--- src/rtl/receive_send_if.sv ---
// Bit-line bus between the sender, the receive stage and consumers of the packed word.
// The sender drives one line per bit. The receive stage returns the word plus its status flags.
interface receive_send_if #(
    parameter int WORD_SIZE = 3
);
    logic                 data_in [WORD_SIZE:0];
    logic [WORD_SIZE:0]   data_out;
    logic                 data_valid;
    logic                 data_changed;
    logic                 parity;

    modport master (
        output data_in,
        input  data_out,
        input  data_valid,
        input  data_changed,
        input  parity
    );

    modport slave (
        input  data_in,
        output data_out,
        output data_valid,
        output data_changed,
        output parity
    );
endinterface

--- src/rtl/receive_send.sv ---
// Receive stage: packs the per-bit lines into a registered word and reports valid, change and parity.
// Defining RECEIVE_SEND_PARITY_EN builds a registered even-parity output; otherwise parity is tied 0.
module receive_send #(
    parameter int WORD_SIZE = 3
) (
    input  logic          clk,
    input  logic          rst,
    receive_send_if.slave bus
);
    logic [WORD_SIZE:0] word_d;
    logic [WORD_SIZE:0] data_q;
    logic               valid_q;
    logic               changed_q;

    always_comb begin
        word_d = '0;
        for (int i = 0; i <= WORD_SIZE; i++) begin
            word_d[i] = bus.data_in[i];
        end
    end

    // Compare against the held word, so the first capture after reset is compared against 0.
    always_ff @(posedge clk) begin
        if (rst) begin
            data_q    <= '0;
            valid_q   <= 1'b0;
            changed_q <= 1'b0;
        end else begin
            data_q    <= word_d;
            valid_q   <= 1'b1;
            changed_q <= (word_d != data_q);
        end
    end

`ifdef RECEIVE_SEND_PARITY_EN
    logic parity_q;

    always_ff @(posedge clk) begin
        if (rst) begin
            parity_q <= 1'b0;
        end else begin
            parity_q <= ^word_d;
        end
    end

    assign bus.parity = parity_q;
`else
    assign bus.parity = 1'b0;
`endif

    assign bus.data_out     = data_q;
    assign bus.data_valid   = valid_q;
    assign bus.data_changed = changed_q;
endmodule

--- src/flat_wrapper.sv ---
// flat-port wrapper written by rule: the top's interface ports become plain ports
module receive_send_flat 
#(
    parameter int WORD_SIZE = 3
)
  (clk, rst, bus_data_in, bus_data_out, bus_data_valid, bus_data_changed, bus_parity);
  receive_send_if #(.WORD_SIZE(WORD_SIZE)) bus_i ();
  input  logic clk;
  input  logic rst;
  input wire logic [$bits(bus_i.data_in)-1:0] bus_data_in;
  output wire logic [$bits(bus_i.data_out)-1:0] bus_data_out;
  output wire logic [$bits(bus_i.data_valid)-1:0] bus_data_valid;
  output wire logic [$bits(bus_i.data_changed)-1:0] bus_data_changed;
  output wire logic [$bits(bus_i.parity)-1:0] bus_parity;
  assign bus_i.data_in = {>>{bus_data_in}};
  assign bus_data_out = bus_i.data_out;
  assign bus_data_valid = bus_i.data_valid;
  assign bus_data_changed = bus_i.data_changed;
  assign bus_parity = bus_i.parity;
  receive_send #(.WORD_SIZE(WORD_SIZE)) u_core (.clk(clk), .rst(rst), .bus(bus_i));
endmodule
--- config.mk ---
export PLATFORM = sky130hd
export DESIGN_NAME = receive_send_flat
export DESIGN_NICKNAME = d
export VERILOG_FILES = /design/src/rtl/receive_send_if.sv /design/src/rtl/receive_send.sv /design/src/flat_wrapper.sv
export SDC_FILE = /design/constraint.sdc
export NUM_CORES = 1
export LEC_CHECK = 0
export ABC_AREA = 0
export BUFFER_PORTS_ARGS = -buffer_cell sky130_fd_sc_hd__buf_2
export CAP_MARGIN = 20
export CORE_AREA = 2 2 39 41
export CTS_CLUSTER_SIZE = 20
export DETAILED_ROUTE_END_ITERATION = 8
export DIE_AREA = 0 0 41 43
export SLEW_MARGIN = 30
export SYNTH_ARGS = -nofsm -noshare
export SYNTH_HDL_FRONTEND = slang
export SYNTH_SLANG_ARGS = --single-unit
export TNS_END_PERCENT = 1
--- constraint.sdc ---
create_clock -name clk -period 0.85 [get_ports clk]
set_input_delay 0.17 -clock clk [delete_from_list [all_inputs] [get_ports clk]]
set_output_delay 0.17 -clock clk [all_outputs]
set_load 0.03 [all_outputs]
# After elaboration in Yosys (flattened, before gate mapping)
# Cells that the tools add are included.
# W data, S select, Z words.
# totals
output_inout_bits	7
wordCells	5
regBits	6
# classes
muxes	1
eq_ne	1
# op_table
operator	n
$ne A4 B4 Y1	1
$mux W1	1

# Depth between registers and ports, before layout
# depth
ltp_word	1
ltp_mapped	2

# Worst setup path before layout
# Ideal clock, no wire load.
# synth_timing
path_kind	register to register
start	reg u_core.data_q[0] (netlist: u_core.bus.data_out[0])
end	reg u_core.changed_q (netlist: u_core.bus.data_changed)
path_slack_ns	-0.045
synth_period_minus_slack_ns	0.895
stages_incl_launch_ff	3
arrival_time_ns	0.761
t_required_ns	0.716
path_buffers	0
setup_time_ns	0.134
path_cell_list	dfxtp_1 > xnor2_1 > a41oi_1
# synth_via
elab_chain_len	1
# synth_rtl
item	line_no	source
start, declared	receive_send.sv:11	logic [WORD_SIZE:0] data_q;
start signal, assigned	receive_send.sv:29	data_q <= word_d;
$ne A4 B4 Y1	receive_send.sv:31	changed_q <= (word_d != data_q);
end signal, assigned	receive_send.sv:31	
end, declared	receive_send.sv:13	logic changed_q;
# No other way between the ends.
# A chain may end at the register's enable or synchronous reset.

# Worst setup path in the final report
# layout_timing
start	reg u_core.data_q[1] (netlist: u_core.bus.data_out[1])
end	out bus_data_out[1]
# layout_lines
item	line_no	source
end, declared	flat_wrapper.sv:11	output wire logic [$bits(bus_i.data_out)-1:0] bus_data_out;
# No word-level cell between the ends.

==> metrics.csv <==
stage;metric;value;unit
synth;netlist_area;204;um2
floorplan;pin_count;13;
floorplan;die_y;43;um
final_layout;fin_util;29.4;%
routing;ant_nets;0;
synth;synth_nets;24;
floorplan;core;1380;um2
global_route;grt_max_degree;7;
routing;firstDrtPassIters;1;
sta;setup_tns;-0.0722;ns
synth;postSynthAreaPerCell;11.3;um2
global_route;grt_pass1_vias;180;
power_and_ir_drop;power.density;1810;nW/um2
routing;drc;0;
global_route;grt_antenna_before_repair;0;
setup_path;cp_top_family;flip-flops;
sta;rsz0062_at_grt;true;
clock_tree;clk_latency;0.25;ns
sta;drv_slew;0;
floorplan;dieWidth;41;um
clock_tree;clockBufferDepth;2;
synth;synth_seq_cells;6;
synth;synth.yosys.seq_area_share;58.9;%
routing;drtIter0Drc;0;
power_and_ir_drop;leakage;0.188;nW
setup_path;crit_path_max_incr_delay;0.33;ns
place;gp_congestion;0.714;
sta;fin_crit_sh;103;%
setup_path;cp_cell_sequence;buf_6;
synth;ys_warn_count;0;
floorplan;rows;14;
floorplan;start_util;14.7;%
setup_path;path_class;flip-flop to output pin;
power_and_ir_drop;irDropWorstVdd;426;uV
setup_path;crit_arrival;0.70;ns
synth;synthDistinctLibCells;7;
routing;drt_wl_total;427;um
clock_tree;ctsHoldBuffers;0;
run;drv_cap;0;
final_layout;drive_gt1_share;82.9;%
global_route;grt_pass1_wl;676;um
setup_path;worstPathRequired;0.68;ns
final_layout;synthToLayoutAreaGrowth;99.4;%
place;io_buffers;11;
clock_tree;cts_buffers;3;
final_layout;num_antenna_cells;0;
clock_tree;cts_tree;done;
clock_tree;htree_levels;1;
clock_tree;cts-root-buf;clkbuf_4;
routing;wl_per_cell;8.37;um
final_layout;fin_nets;43;
synth;synth_top_area_share;58.9;%
sta;fin_skew;0.000686;ns
sta;min_period;0.872;ns
setup_path;end_kind;output pin;
synth;synth_cells;18;
setup_path;crit_fanout;2;
clock_tree;clk_pin_slew_worst_paths;0.04;ns
global_route;grt_usage;6.44;%
setup_path;cp_num_buf_inv;1;
global_route;grt_remaining_overflow;0;
synth;synthTopCellsByArea;dfxtp_1 59%, xnor2_1 17%, nor2b_1 12%;
run_status;status;finished with violations;
sta;setup_viol;6;
final_layout;final_cell_mix;6 x buf_6, 6 x dfxtp_2, 5 x buf_2;
run_status;violations;negative setup slack;
setup_path;cp_slowest_cell;dfxtp_2;
floorplan;dieArea;1760;um2
setup_path;cp-start-kind;flip-flop;
routing;viasPerCell;3.53;
clock_tree;cts.sinks;6;
final_layout;fillCellCount;149;
sta;hold_viol;0;
sta;fmax;1150;MHz
synth;yosys.area.top_type;dfxtp_1;
worst_hold_path;holdCritPathClass;input pin to flip-flop;
routing;vias;180;
sta;setup_slack;-0.0222;ns
[Yosys cell counts]
| master | n |
|---|---|
| dfxtp_1 | 6 |
| nor2b_1 | 4 |
| xnor2_1 | 4 |
| a41oi_1 | 1 |
| buf_4 | 1 |
| conb_1 | 1 |
| inv_1 | 1 |
[area by class of cell]
cell class | instances | area [um2] | area share [%]
multi-input combinational | 10 | 110 | 27.1
tap | 16 | 20.0 | 4.92
sequential | 6 | 128 | 31.4
clock buffer | 3 | 22.5 | 5.54
timing repair buffer | 15 | 123 | 30.2
inverter | 1 | 3.75 | 0.923
[cell families (layout without fill, tap and decap cells)]
kind of cell,Yosys count,count (layout),share of synthesized area [%]
compound gates,1,1,4.30
flops,6,6,58.9
other cells,1,1,1.84
xor+xnor,4,4,17.2
buf+inv,2,19,5.52
simple gates,4,4,12.3
[timing repair]
action / 4_1_cts / 5_1_grt
resized for setup: 14 / 5
endpoints found under the setup margin: 6 / 7
pin swaps: 0 / 1
buffers inserted: 4 / 0
[sequential cells by signal (all words and copies together) (netlist names)]
name,count
u_core.bus.data_changed,1
u_core.bus.data_out,4
u_core.bus.data_valid,1
[final timing paths]
kind	start	end	slack, ns	cells after the start
max	u_core.bus.data_out[1]	bus_data_out[1]	-0.02	1
min	rst	u_core.bus.data_valid	0.14	2
max reg2reg	u_core.bus.data_out[1]	u_core.bus.data_changed	0.02	3
min reg2reg	u_core.bus.data_out[3]	u_core.bus.data_changed	0.65	3
[per-layer routing]
metal | up-vias | part of all wire (%) | track usage (%)
li1 | 88 | - | -
met1 | 81 | 37 | 6.47
met2 | 9 | 51 | 8.13
met3 | 2 | 8.2 | 4.71
met4 | 0 | 3.5 | 6.00
met5 | - | 0 | 0
[report_power, final]
group | internal, W | switching (W)
logic | 0.0000813 | 0.0000761
registers | 0.000302 | 0.00000914
clock network | 0.000160 | 0.000107
[metrics by stage]
stage / worst slack, ns / hold WS, ns / cells / total power, W / instance area, um2
final: -0.0222 / 0.141 / 51 / 0.000736 / 407
after global routing: -0.0578 / 0.156 / 51 / 0.000775 / 407
after CTS: -0.0349 / 0.132 / 51 / 0.000731 / 369
after detailed placement: 0.136 / 0.394 / 44 / 0.000415 / 277
after global placement: 0.145 / 0.393 / 44 / 0.000414 / 277
after floorplan: 0.0652 / 0.227 / 18 / 0.000381 / 209
(Power assumes the default switching activity.)
